`src/rtl/trigger_seq_ctrl.sv`:
```
// trigger_seq_ctrl: sequencing controller for the trigger_gen time-of-flight
// datapath (rxclk domain). Owns trig_enable and the trigger_gen configuration,
// latches configuration only while the datapath is disabled (LOAD), detects the
// final TRIGGER event, captures pulse_tof, re-arms for multi-shot runs and
// supervises each armed period with a timeout.
//
// Ports:
//   rxclk, adc_rst               clock, async active-high reset
//   cfg_arm / cfg_abort          one-cycle run start / immediate stop
//   cfg_auto_rearm, cfg_shots    multi-shot control (cfg_shots 0 = unlimited)
//   cfg_timeout, cfg_holdoff     ARMED cycle limit (0 = off), disabled gap
//   cfg_level_*, cfg_param_*     shadow configuration, latched in LOAD
//   trig_enable, trig_level_*,
//   param_mul, param_off         registered drive to trigger_gen
//   detect_pls_0/1, pulse_tof    status from trigger_gen
//   tof_capture, tof_valid       captured time of flight + one-cycle strobe
//   shot_count, busy,
//   timeout_flag                 run status (timeout_flag sticky until arm)
module trigger_seq_ctrl #(
  parameter int unsigned SHOT_WIDTH  = 16,
  parameter int unsigned CNT_WIDTH   = 32,
  parameter int unsigned MIN_HOLDOFF = 2
) (
  input  logic                  rxclk,
  input  logic                  adc_rst,
  input  logic                  cfg_arm,
  input  logic                  cfg_abort,
  input  logic                  cfg_auto_rearm,
  input  logic [SHOT_WIDTH-1:0] cfg_shots,
  input  logic [CNT_WIDTH-1:0]  cfg_timeout,
  input  logic [CNT_WIDTH-1:0]  cfg_holdoff,
  input  logic [31:0]           cfg_level_a,
  input  logic [31:0]           cfg_level_b,
  input  logic [31:0]           cfg_level_c,
  input  logic [31:0]           cfg_param_mul,
  input  logic [31:0]           cfg_param_off,
  output logic                  trig_enable,
  output logic [31:0]           trig_level_a,
  output logic [31:0]           trig_level_b,
  output logic [31:0]           trig_level_c,
  output logic [31:0]           param_mul,
  output logic [31:0]           param_off,
  input  logic                  detect_pls_0,
  input  logic                  detect_pls_1,
  input  logic [31:0]           pulse_tof,
  output logic [31:0]           tof_capture,
  output logic                  tof_valid,
  output logic [SHOT_WIDTH-1:0] shot_count,
  output logic                  busy,
  output logic                  timeout_flag
);

  localparam int unsigned SW1 = SHOT_WIDTH + 1;

  typedef enum logic [2:0] {
    S_IDLE    = 3'd0,
    S_LOAD    = 3'd1,
    S_ARMED   = 3'd2,
    S_HOLDOFF = 3'd3,
    S_DONE    = 3'd4
  } state_t;

  state_t                state, state_d;
  logic                  pls1_d;
  logic [CNT_WIDTH-1:0]  tmo_cnt, hold_cnt;
  logic [CNT_WIDTH-1:0]  hold_len;
  logic                  trig_event, tmo_hit, hold_done, more_shots;
  logic                  capture, arm_accept, tmo_set;
  logic [SW1-1:0]        shot_inc;
  logic [SHOT_WIDTH-1:0] shot_sat;

  // Event, timeout, holdoff and shot-limit decode
  always_comb begin
    trig_event = (state == S_ARMED) && pls1_d && !detect_pls_1 && detect_pls_0;
    tmo_hit    = (cfg_timeout != '0) && (tmo_cnt == cfg_timeout - CNT_WIDTH'(1));
    hold_len   = (cfg_holdoff > CNT_WIDTH'(MIN_HOLDOFF)) ? cfg_holdoff
                                                         : CNT_WIDTH'(MIN_HOLDOFF);
    hold_done  = (hold_cnt == hold_len - CNT_WIDTH'(1));
    shot_inc   = {1'b0, shot_count} + SW1'(1);
    // Carry out means shot_count is all-ones: hold it there
    shot_sat   = shot_inc[SHOT_WIDTH] ? shot_count : shot_inc[SHOT_WIDTH-1:0];
    more_shots = cfg_auto_rearm &&
                 ((cfg_shots == '0) || (shot_inc < {1'b0, cfg_shots}));
  end

  // State register
  always_ff @(posedge rxclk or posedge adc_rst) begin
    if (adc_rst) state <= S_IDLE;
    else         state <= state_d;
  end

  // Next state and per-cycle actions; abort overrides everything
  always_comb begin
    state_d    = state;
    capture    = 1'b0;
    arm_accept = 1'b0;
    tmo_set    = 1'b0;
    case (state)
      S_IDLE: begin
        if (cfg_arm) begin
          state_d    = S_LOAD;
          arm_accept = 1'b1;
        end
      end
      S_LOAD: state_d = S_ARMED;
      S_ARMED: begin
        if (trig_event) begin
          capture = 1'b1;
          state_d = more_shots ? S_HOLDOFF : S_DONE;
        end else if (tmo_hit) begin
          tmo_set = 1'b1;
          state_d = S_IDLE;
        end
      end
      S_HOLDOFF: begin
        if (hold_done) state_d = S_LOAD;
      end
      S_DONE: begin
        if (cfg_arm) begin
          state_d    = S_LOAD;
          arm_accept = 1'b1;
        end
      end
      default: state_d = S_IDLE;
    endcase
    if (cfg_abort) begin
      state_d    = S_IDLE;
      capture    = 1'b0;
      arm_accept = 1'b0;
      tmo_set    = 1'b0;
    end
  end

  // Registered outputs and internal counters; enable/busy follow the next state
  always_ff @(posedge rxclk or posedge adc_rst) begin
    if (adc_rst) begin
      trig_enable  <= 1'b0;
      busy         <= 1'b0;
      tof_valid    <= 1'b0;
      tof_capture  <= '0;
      shot_count   <= '0;
      timeout_flag <= 1'b0;
      trig_level_a <= '0;
      trig_level_b <= '0;
      trig_level_c <= '0;
      param_mul    <= '0;
      param_off    <= '0;
      pls1_d       <= 1'b0;
      tmo_cnt      <= '0;
      hold_cnt     <= '0;
    end else begin
      trig_enable <= (state_d == S_ARMED) || (state_d == S_DONE);
      busy        <= (state_d == S_LOAD) || (state_d == S_ARMED) ||
                     (state_d == S_HOLDOFF);
      tof_valid   <= capture;
      pls1_d      <= (state == S_ARMED) && detect_pls_1;
      // Counters run only in their own state and saturate instead of wrapping
      tmo_cnt     <= (state != S_ARMED) ? '0 :
                     ((&tmo_cnt) ? tmo_cnt : tmo_cnt + CNT_WIDTH'(1));
      hold_cnt    <= (state != S_HOLDOFF) ? '0 :
                     ((&hold_cnt) ? hold_cnt : hold_cnt + CNT_WIDTH'(1));
      if (capture) begin
        tof_capture <= pulse_tof;
        shot_count  <= shot_sat;
      end
      if (arm_accept) begin
        shot_count   <= '0;
        timeout_flag <= 1'b0;
      end
      if (tmo_set) timeout_flag <= 1'b1;
      // Shadow config is latched only on entry to LOAD, while enable is low
      if (state_d == S_LOAD) begin
        trig_level_a <= cfg_level_a;
        trig_level_b <= cfg_level_b;
        trig_level_c <= cfg_level_c;
        param_mul    <= cfg_param_mul;
        param_off    <= cfg_param_off;
      end
    end
  end

endmodule

```
`config.mk`:
```
export PLATFORM = sky130hd
export DESIGN_NAME = trigger_seq_ctrl
export DESIGN_NICKNAME = d
export VERILOG_FILES = /design/src/rtl/trigger_seq_ctrl.sv
export SDC_FILE = /design/constraint.sdc
export NUM_CORES = 1
export LEC_CHECK = 0
export BUFFER_PORTS_ARGS = -buffer_cell sky130_fd_sc_hd__buf_2
export CORE_MARGIN = 2
export CORE_UTILIZATION = 40
export CTS_BUF_LIST = sky130_fd_sc_hd__clkbuf_16
export DETAILED_ROUTE_END_ITERATION = 8
export PLACE_DENSITY = 0.73
export SLEW_MARGIN = 10
export SYNTH_ARGS = -nofsm -noshare
export SYNTH_HDL_FRONTEND = slang
export SYNTH_SLANG_ARGS = --single-unit
```
`constraint.sdc`:
```
create_clock -name rxclk -period 10.78 [get_ports rxclk]
set_clock_uncertainty 0.1 [all_clocks]
set_input_delay 1.617 -clock rxclk [delete_from_list [all_inputs] [get_ports rxclk]]
set_output_delay 1.617 -clock rxclk [all_outputs]
set_load 0.03 [all_outputs]
```
==> impl_metrics.env, run 1 <==
export IMPL_status="completed"
export IMPL_slew_headroom_pct=32.13
export IMPL_setup_tns_ns=0
export IMPL_period_share_pct=70.15
export IMPL_vdd_drop_max_v=0.0001888
export IMPL_cp_required_ns=11.11
export IMPL_drtPass1Iterations=5
export IMPL_routed_wl_microns=44390
export IMPL_grt_total_usage_pct=22.73
export IMPL_worstHoldPathType="reg2reg"
export IMPL_route_vias_total=12020
export IMPL_drc_errors=0
export IMPL_core_area_sq_um=36350
export IMPL_crit_arrival_ns=7.90
export IMPL_p_per_area_nw_per_um2=190.6
export IMPL_gr_usage_met3_pct=5.648
export IMPL_synthArstFlopShare_pct=100.0
export IMPL_ys_flop_type="dfrtp_1"
export IMPL_ys_seq_elements=280
export IMPL_grt_pass1_wl_microns=68130
export IMPL_clk_latency_ns=0.56
export IMPL_power_leakage_nw=9.145
export IMPL_cts_setup_buffers=0
export IMPL_syn_cell_area_sq_um=14650
export IMPL_cts_max_level=1
export IMPL_cts_clk_slew_worst_paths_ns=0.06
export IMPL_avgSynthCellArea_sq_um=11.43
export IMPL_die_x_microns=195.4
export IMPL_vias_per_cell=5.329
export IMPL_syn_nets=1581
export IMPL_cts_tree="built"
export IMPL_dp_hpwl_microns=34590
export IMPL_startpoint_type="input pin"
export IMPL_layout_common_cells="buf_2 (490), dfrtp_1 (280), nor2_1 (102)"
export IMPL_busiest_layer="met2"
export IMPL_critPathKind="in2reg"
export IMPL_ys_seq_area_share_pct=47.83
export IMPL_place_gp_congestion=0.9152
export IMPL_layout_commonest_cell="buf_2"
export IMPL_row_count=70
export IMPL_clock_sinks=280
export IMPL_die_area_sq_um=38170
export IMPL_setup_viol=0
export IMPL_timing_fmax_mhz=132.2
export IMPL_postCtsResizedCells=0
export IMPL_clock_path_buffers=3
export IMPL_end_kind="register"
export IMPL_period_minus_slack_ns=7.562
export IMPL_grt_use_met2_pct=39.92
export IMPL_synth_edf_count=0
export IMPL_grt_max_degree=134
export IMPL_ys_warn_count=0
export IMPL_gr_total_overflow=0
export IMPL_syn2layout_area_growth_pct=26.17
export IMPL_holdWs_ns=0.4003
export IMPL_hold_buffers=0
export IMPL_portBuffers=490
export IMPL_cts_root_buf="clkbuf_16"
export IMPL_layout_drive_gt1_share_pct=42.37
export IMPL_first_iter_violations=648
export IMPL_grt_met1_usage_pct=26.91
export IMPL_start_util_pct=40.30
export IMPL_cp_max_fo=105
export IMPL_wl_per_cell_microns=19.68
export IMPL_die_y_microns=195.4
export IMPL_grt_pass1_vias=12090
export IMPL_rsz0062_at_grt="no"
export IMPL_synth_cell_type_count=69
export IMPL_worst_pin_slew_ns=1.018
export IMPL_grt_antenna_before_repair=13
export IMPL_drv_cap=0
export IMPL_nNetsFinal=2059
export IMPL_numCtsBuffers=30
export IMPL_netlist_instances=1282
export IMPL_hold_viol_final=0
export IMPL_drv_slew=0
export IMPL_ant_nets=0
export IMPL_io_pins=491
export IMPL_final_util_pct=50.85
## flip-flops by register name (all words and copies together) (netlist names)
| signal | count |
|---|---|
| trig_level_b | 32 |
| param_mul | 32 |
| pls1_d | 1 |
| hold_cnt | 32 |
| trig_level_c | 32 |
| state | 3 |
| timeout_flag | 1 |
| busy | 1 |
| param_off | 32 |
| trig_level_a | 32 |
| tof_capture | 32 |
| tmo_cnt | 32 |
| trig_enable | 1 |
| shot_count | 16 |
| tof_valid | 1 |
## final timing paths
| path | slack [ns] | cells past startpoint | start | to |
|---|---|---|---|---|
| hold / removal | 0.40 | 1 | trig_level_a[9] | trig_level_a[9] |
| max in group asynchronous | 7.90 | 3 | adc_rst | trig_level_c[8] |
| hold reg to reg | 0.40 | 1 | trig_level_a[9] | trig_level_a[9] |
| setup / recovery | 3.22 | 17 | cfg_holdoff[17] | param_off[15] |
| min in group asynchronous | 1.17 | 2 | adc_rst | tof_capture[13] |
| setup reg to reg | 4.88 | 17 | shot_count[0] | param_off[15] |
## routing by layer
metal / vias up / routed length (microns)
li1: 5563 / -
met1: 5853 / 17140
met2: 463 / 22400
met3: 123 / 3034
met4: 16 / 1708
met5: - / 105
## logic make-up after synthesis
family                     share of synthesized area [%]
DFF                                                47.83
and+or+nand+nor                                    16.04
adders and majority gates                          1.708
buffers and inverters                              2.776
AOI/OAI and AO/OA                                  5.484
xor gates and xnor gates                           8.132
muxes                                              18.02
## area by class of cell
| type | count | area, sq um |
|---|---|---|
| diodes | 5 | 12.51 |
| fillers | 3254 | 17870 |
| inverters | 34 | 135.1 |
| multi-input cells | 918 | 7253 |
| repair buffers | 496 | 2497 |
| flip-flops and latches | 280 | 7007 |
| clock inverters | 23 | 215.2 |
| clock buffers | 31 | 775.7 |
| well taps | 468 | 585.6 |
## synthesized netlist by cell type, types with 10 or more instances
master / count / area, sq um
xnor2_1: 63 / 551.8
nand3_1: 63 / 315.3
o21ai_0: 26 / 130.1
inv_1: 34 / 127.6
dfrtp_1: 280 / 7007
nand4_1: 25 / 156.4
or4_1: 14 / 105.1
a21oi_1: 28 / 140.1
buf_6: 11 / 123.9
or2_2: 11 / 68.82
nor3_1: 21 / 105.1
ha_1: 20 / 250.2
mux2_2: 94 / 1059
xor2_1: 73 / 639.4
clkbuf_1: 32 / 120.1
or3_1: 19 / 118.9
and3_1: 17 / 106.4
nor2_1: 102 / 382.9
and4_1: 15 / 131.4
nor4_1: 25 / 156.4
nor2b_1: 14 / 87.58
mux2_4: 100 / 1501
nor4b_1: 10 / 87.58
nand2_1: 70 / 262.8
## critical path: stages
cell and delay [ns]:
buf_2 0.14, or4_1 0.67, or4_4 0.58, or3_1 0.53, nand2_1 0.12, ha_1 0.24, nor4b_1 0.30, or4b_2 0.64
xnor2_1 0.16, a21oi_1 0.12, nand4b_1 0.12, nor4_1 0.22, a41oi_1 0.19, a31oi_2 0.41, nand2_8 0.56, buf_4 0.66
mux2_4 0.43
## power breakdown
part | internal [mW] | switching, mW | leakage (nW)
Clock | 0.614 | 0.429 | 0.496
Sequential | 1.25 | 0.111 | 3.56
Combinational | 0.418 | 0.703 | 5.09
Total | 2.28 | 1.24 | 9.14
## per-stage QoR
| stage | instances | setup WS, ns | power (mW) | area [sq um] |
|---|---|---|---|---|
| after CTS | 2250 | 3.279 | 3.555 | 18470 |
| after detailed placement | 2196 | 2.690 | 2.500 | 17480 |
| after floorplan | 1282 | 1.341 | 2.097 | 14650 |
| after global placement | 2196 | 2.765 | 2.472 | 17480 |
| after global routing | 2251 | 2.938 | 3.657 | 18470 |
| final | 2255 | 3.218 | 3.522 | 18480 |
(Power assumes the default switching activity.)
==> run 2: changes to the inputs <==
- ABC_AREA: unset -> 1
- PLACE_DENSITY: 0.73 -> 0.72
- clock period: 10.78 -> 7.5 ns (I/O delays scaled with it)
==> impl_metrics.env, run 2 <==
export IMPL_portBuffers=490
export IMPL_worstHoldPathType="reg2reg"
export IMPL_whs_endpoint="trig_level_a[14]"
export IMPL_multi_input_comb_area_sq_um=7378
export IMPL_critPathKind="reg2reg"
export IMPL_dp_hpwl_microns=38780
export IMPL_first_iter_violations=1225
export IMPL_clk_latency_ns=0.53
export IMPL_row_count=72
export IMPL_slew_headroom_pct=21.17
export IMPL_period_minus_slack_ns=5.595
export IMPL_startpoint="shot_count[0]"
export IMPL_route_vias_total=15910
export IMPL_avgSynthCellArea_sq_um=7.528
export IMPL_n_fill_cell=3736
export IMPL_synth_area_leaders="dfrtp_1 (45%), nand2_1 (16%), nand4_1 (8.0%), nor2_1 (4.9%), inv_1 (4.8%)"
export IMPL_cp_cell_sequence="nand3_1, nor4_1, nand2_1, nor2_1, nand3_1, nor3_1, xor2_1, inv_1, ha_1, nand4_1, nor2_1, nand3_1, nand3_1, nand2_1, nand2_1, a21oi_1, a21oi_4, buf_4, nand4_1, nand2_1"
export IMPL_seq_area_sq_um=7007
export IMPL_synth_xor_area_share_pct=5.169
export IMPL_nNetsFinal=2805
export IMPL_vdd_drop_max_v=0.0002268
export IMPL_gr_total_overflow=0
export IMPL_syn_nets=2360
export IMPL_synthSimpleGateAreaFrac_pct=35.29
export IMPL_drv_cap=0
export IMPL_hold_depth=2
export IMPL_hp_start="trig_level_a[14]"
export IMPL_synthAdderAreaFrac_pct=1.613
export IMPL_timing_rr_end="param_off[25]"
export IMPL_place_gp_congestion=0.9667
export IMPL_ys_warn_count=0
export IMPL_die_x_microns=200.9
export IMPL_grt_max_degree=166
export IMPL_start_util_pct=40.33
export IMPL_layout_drive_gt1_share_pct=22.35
export IMPL_cp_max_fo=79
export IMPL_cts_max_level=2
export IMPL_layout_commonest_cell="nand2_1"
export IMPL_p_per_area_nw_per_um2=246.7
export IMPL_setup_viol=0
export IMPL_die_area_sq_um=40380
export IMPL_cts_tree="built"
export IMPL_grt_pass1_wl_microns=82490
export IMPL_cpPeakStageDelay_ns=0.96
export IMPL_worst_pin_slew_ns=1.175
export IMPL_hold_buffers=0
export IMPL_synth_common_cells="nand2_1 (665), dfrtp_1 (280), nor2_1 (201)"
export IMPL_synth_top_area_share_pct=45.16
export IMPL_syn2layout_area_growth_pct=26.00
export IMPL_status="completed"
export IMPL_cp_num_buf_inv=2
export IMPL_yosysTopAreaCell="dfrtp_1"
export IMPL_final_util_pct=50.82
export IMPL_r2r_start="shot_count[0]"
export IMPL_cts_root_buf="clkbuf_16"
export IMPL_ys_seq_elements=280
export IMPL_die_y_microns=200.9
export IMPL_synth_compound_area_share_pct=5.331
export IMPL_synth_edf_count=0
export IMPL_wl_per_cell_microns=16.98
export IMPL_end_kind="register"
export IMPL_postCtsResizedCells=0
export IMPL_clock_sinks=280
export IMPL_cpLargestDelayFamily="simple AND/OR/NAND/NOR gates"
export IMPL_setup_tns_ns=0
export IMPL_synthArstFlopShare_pct=100.0
export IMPL_yosysMostFrequentCell="nand2_1"
export IMPL_rsz0062_at_grt="no"
export IMPL_ff2ff_setup_slack_ns=1.91
export IMPL_netlist_instances=2061
export IMPL_r2r_cells=20
export IMPL_syn_cell_area_sq_um=15510
export IMPL_crit_arrival_ns=5.94
export IMPL_routed_wl_microns=51890
export IMPL_numCtsBuffers=34
export IMPL_synth_area_mux_share_pct=0
export IMPL_ant_nets=0
export IMPL_synth_cell_type_count=45
export IMPL_drtPass1Iterations=6
export IMPL_grt_pass1_vias=15250
export IMPL_clock_path_buffers=3
export IMPL_hold_viol_final=0
export IMPL_vias_per_cell=5.206
export IMPL_ys_flop_type="dfrtp_1"
export IMPL_layout_common_cells="nand2_1 (665), buf_2 (490), dfrtp_1 (280)"
export IMPL_cp_required_ns=7.85
export IMPL_grt_total_usage_pct=25.20
export IMPL_startpoint_type="register"
export IMPL_timing_fmax_mhz=178.7
export IMPL_ys_seq_area_share_pct=45.16
export IMPL_power_leakage_nw=10.42
export IMPL_synth_top_family_by_area="simple AND/OR/NAND/NOR gates"
export IMPL_drc_errors=0
export IMPL_cts_clk_slew_worst_paths_ns=0.06
export IMPL_io_pins=491
export IMPL_period_share_pct=74.59
export IMPL_grt_antenna_before_repair=8
export IMPL_drv_slew=0
export IMPL_cts_setup_buffers=0
export IMPL_slowest_stage="a21oi_4"
export IMPL_core_area_sq_um=38470
run 2: cell types whose count changed in the layout (fill, tap and decap cells not counted), sizes merged, moves of 15 or more:
cell   before  now
or3        19    0
and4       15    0
nand4      25  200
a21oi      28   46
nor2      102  203
mux2      194    0
nand2      71  666
nor3       21   57
xnor2      63   22
inv        38  208
run 2: logic make-up (layout without fill, tap and decap cells):
| logic type | Yosys count | in the layout |
|---|---|---|
| adder cells (fa/ha/maj) | 20 | 20 |
| AND/OR/NAND/NOR | 1238 | 1238 |
| AO/OA/AOI/OAI | 139 | 139 |
| other | 0 | 6 |
| XOR/XNOR | 90 | 90 |
| buffers and inverters | 294 | 765 |
| flip-flops | 280 | 280 |
run 2: worst max path at each step:
stage                    endpoint  slack (ns)  cells after the start
finish              param_off[25]        1.91                     20
global route        param_off[25]        1.41                     20
CTS                 param_off[25]        2.01                     20
detailed placement  param_off[23]        1.77                     21
global placement    param_off[12]        1.89                     21
floorplan                    busy        2.57                      1
run 2: layout make-up:
class                   instances  share of cell area (%)
well taps                     518                   3.315
diodes                          6                 0.07681
repair buffers                500                   12.99
inverters                     203                   3.917
clock buffers                  34                   4.352
clock inverters                28                   1.760
multi-input cells            1487                   37.74
flip-flops and latches        280                   35.84
run 2: per-layer routing:
| metal | routed length, microns | track usage, % | vias to the layer above |
|---|---|---|---|
| li1 | - | - | 7672 |
| met1 | 21770 | 32.66 | 7469 |
| met2 | 24710 | 41.97 | 657 |
| met3 | 3801 | 5.357 | 107 |
| met4 | 1575 | 8.333 | 4 |
| met5 | 28 | 0 | - |
run 2: where the power goes:
part	switching, mW	leakage (nW)	internal, mW	total (mW)
combinational	0.871	6.15	0.328	1.20
clock	0.669	0.609	1.11	1.77
sequential	0.124	3.66	1.72	1.85
run 2: tightest hold or removal path: cells and delay by family, from the launching register on:
family,cells,cell delay [ns]
DFF,1,0.34
and+or+nand+nor,2,0.09
run 2: per-stage QoR:
step | std cells | hold slack, ns | instance area (sq um) | setup slack, ns | total power [mW]
after floorplan | 2061 | 0.3933 | 15520 | 2.568 | 2.614
after global placement | 2988 | 0.3489 | 18340 | 1.890 | 3.050
after detailed placement | 2988 | 0.3533 | 18340 | 1.769 | 3.068
after CTS | 3050 | 0.3676 | 19530 | 2.005 | 4.861
after global routing | 3054 | 0.3846 | 19540 | 1.413 | 5.036
final | 3056 | 0.3645 | 19550 | 1.905 | 4.822
==> run 3: changes to the inputs <==
- ABC_AREA: 1 -> 0
- PLACE_DENSITY: 0.72 -> 0.73
- clock period: 7.5 -> 5.53 ns (I/O delays scaled with it)
==> impl_metrics.env, run 3 (synthesized netlist as in run 1, its figures left out) <==
export IMPL_slowest_stage="or4b_2"
export IMPL_power_net_switching_mw=2.410
export IMPL_route_vias_total=12100
export IMPL_die_area_sq_um=38170
export IMPL_start_util_pct=40.30
export IMPL_timing_fmax_mhz=190.8
export IMPL_cts_root_buf="clkbuf_16"
export IMPL_clock_path_buffers=3
export IMPL_cp_required_ns=5.87
export IMPL_holdWs_ns=0.2065
export IMPL_period_share_pct=94.78
export IMPL_n_fill_cell=3253
export IMPL_vias_per_cell=5.259
export IMPL_p_per_area_nw_per_um2=361.9
export IMPL_first_iter_violations=643
export IMPL_dp_cells=2236
export IMPL_clk_latency_ns=0.56
export IMPL_grt_antenna_before_repair=15
export IMPL_wl_per_cell_microns=19.25
export IMPL_layout_drive_gt1_share_pct=43.42
export IMPL_worstHoldPathType="in2async"
export IMPL_routed_wl_microns=44290
export IMPL_hold_viol_final=0
export IMPL_internal_power_mw=4.410
export IMPL_die_y_microns=195.4
export IMPL_setup_tns_ns=0
export IMPL_drtPass1Iterations=5
export IMPL_cts_tree="built"
export IMPL_grt_max_degree=182
export IMPL_wl_met3_microns=3267
export IMPL_worst_path_most_repeated_cell="buf_4"
export IMPL_top_layer="met5"
export IMPL_syn2layout_area_growth_pct=28.67
export IMPL_worst_pin_slew_ns=1.219
export IMPL_nNetsFinal=2100
export IMPL_crit_arrival_ns=5.58
export IMPL_place_gp_congestion=0.9403
export IMPL_gr_total_overflow=0
export IMPL_cts_clk_slew_worst_paths_ns=0.06
export IMPL_rsz0062_at_grt="no"
export IMPL_status="completed"
export IMPL_ant_nets=0
export IMPL_cpPeakStageDelay_ns=0.64
export IMPL_startpoint_type="input pin"
export IMPL_grt_total_usage_pct=22.61
export IMPL_cts_max_level=1
export IMPL_cp_cell_sequence="buf_2, or4_1, or4_4, or3_1, nand2_1, ha_1, nor4b_1, or4b_2, xnor2_1, a21oi_1, nand4b_1, nor4_1, a41oi_1, a31oi_2, buf_4, nand2_8, buf_4, mux2_4"
export IMPL_m1WireLength_microns=17080
export IMPL_final_util_pct=51.85
export IMPL_portBuffers=490
export IMPL_drc_errors=0
export IMPL_grt_pass1_wl_microns=68230
export IMPL_power_leakage_nw=9.367
export IMPL_die_x_microns=195.4
export IMPL_layout_commonest_cell="buf_2"
export IMPL_power_mw=6.820
export IMPL_final_cells=2301
export IMPL_vdd_drop_max_v=0.0002964
export IMPL_drv_cap=0
export IMPL_slew_headroom_pct=18.73
export IMPL_drv_slew=0
export IMPL_end_kind="register"
export IMPL_power_frac_seq_pct=38.8
export IMPL_critPathKind="in2reg"
export IMPL_core_area_sq_um=36350
export IMPL_comb_power_share_pct=32.4
export IMPL_clkPwrFrac_pct=28.8
export IMPL_p_sw_share_pct=35.33
export IMPL_wl_met2_microns=21930
export IMPL_clock_sinks=280
export IMPL_cp_max_fo=14
export IMPL_numCtsBuffers=30
export IMPL_row_count=70
export IMPL_setup_viol=0
export IMPL_dp_hpwl_microns=34850
export IMPL_io_pins=491
export IMPL_grt_pass1_vias=12320
export IMPL_period_minus_slack_ns=5.241
export IMPL_layout_common_cells="buf_2 (490), dfrtp_1 (280), nor2_1 (102)"
-- run 3: cell count changes in the layout (fill, tap and decap cells not counted), moves of 94 or more --
cell / previous run / this run
inv_1: 203 / 38
mux2_2: 0 / 94
mux2_4: 0 / 100
nand2_1: 665 / 70
nand4_1: 199 / 25
nor2_1: 201 / 102
-- run 3: area by class of cell --
type	instances	area (sq um)	share of cell area [%]
Clock buffer	31	775.7	4.116
Inverter	34	131.4	0.6971
Clock inverter	24	178.9	0.9493
Multi-Input combinational cell	918	7253	38.49
Timing Repair Buffer	537	2893	15.35
Tap cell	468	585.6	3.107
Antenna cell	9	22.52	0.1195
Sequential cell	280	7007	37.18
-- run 3: path summary, 6_finish.rpt --
| kind | startpoint | endpoint | slack [ns] | depth (start not counted) |
|---|---|---|---|---|
| hold reg to reg | trig_level_b[5] | trig_level_b[5] | 0.40 | 1 |
| hold / removal | adc_rst | param_off[9] | 0.21 | 2 |
| max in group asynchronous | adc_rst | hold_cnt[23] | 3.62 | 3 |
| setup reg to reg | shot_count[0] | param_off[28] | 0.80 | 18 |
| min in group rxclk | pulse_tof[27] | tof_capture[27] | 0.40 | 2 |
| setup / recovery | cfg_holdoff[24] | param_off[28] | 0.29 | 18 |
-- run 3: layer usage --
layer	GRT usage [%]	vias up
li1	-	5663
met1	26.23	5865
met2	39.30	430
met3	6.356	125
met4	9.471	18
met5	0	-
-- run 3: through the flow --
step	area, sq um	worst slack (ns)
global placement	17860	-0.2830
finish	18850	0.2886
global route	18830	0.02381
CTS	18820	0.2344
detailed placement	17860	-0.3381
floorplan	14650	0.006307
-- run 3: what timing repair did --
item | 4_1_cts | 5_1_grt
endpoints found under the setup margin | 0 | 127
hold buffers | 0 | 0
gates resized for setup | 0 | 0
setup buffers | 0 | 1
-- run 3: power by group through the flow --
stage / Clock (mW) / Combinational [mW] / Sequential (mW)
final: 1.96 / 2.21 / 2.65
after floorplan: 0 / 0.659 / 3.43
after global placement: 0 / 2.18 / 2.66
after CTS: 2.00 / 2.22 / 2.65
after detailed placement: 0 / 2.22 / 2.67
after global routing: 2.08 / 2.29 / 2.69
-- run 3: critical path, delay by kind of cell --
family / cells / cell delay [ns]
buf+inv: 3 / 0.55
fa+ha+maj: 1 / 0.24
mux: 1 / 0.32
simple gates: 9 / 2.96
xor+xnor: 1 / 0.15
compound gates: 3 / 0.50
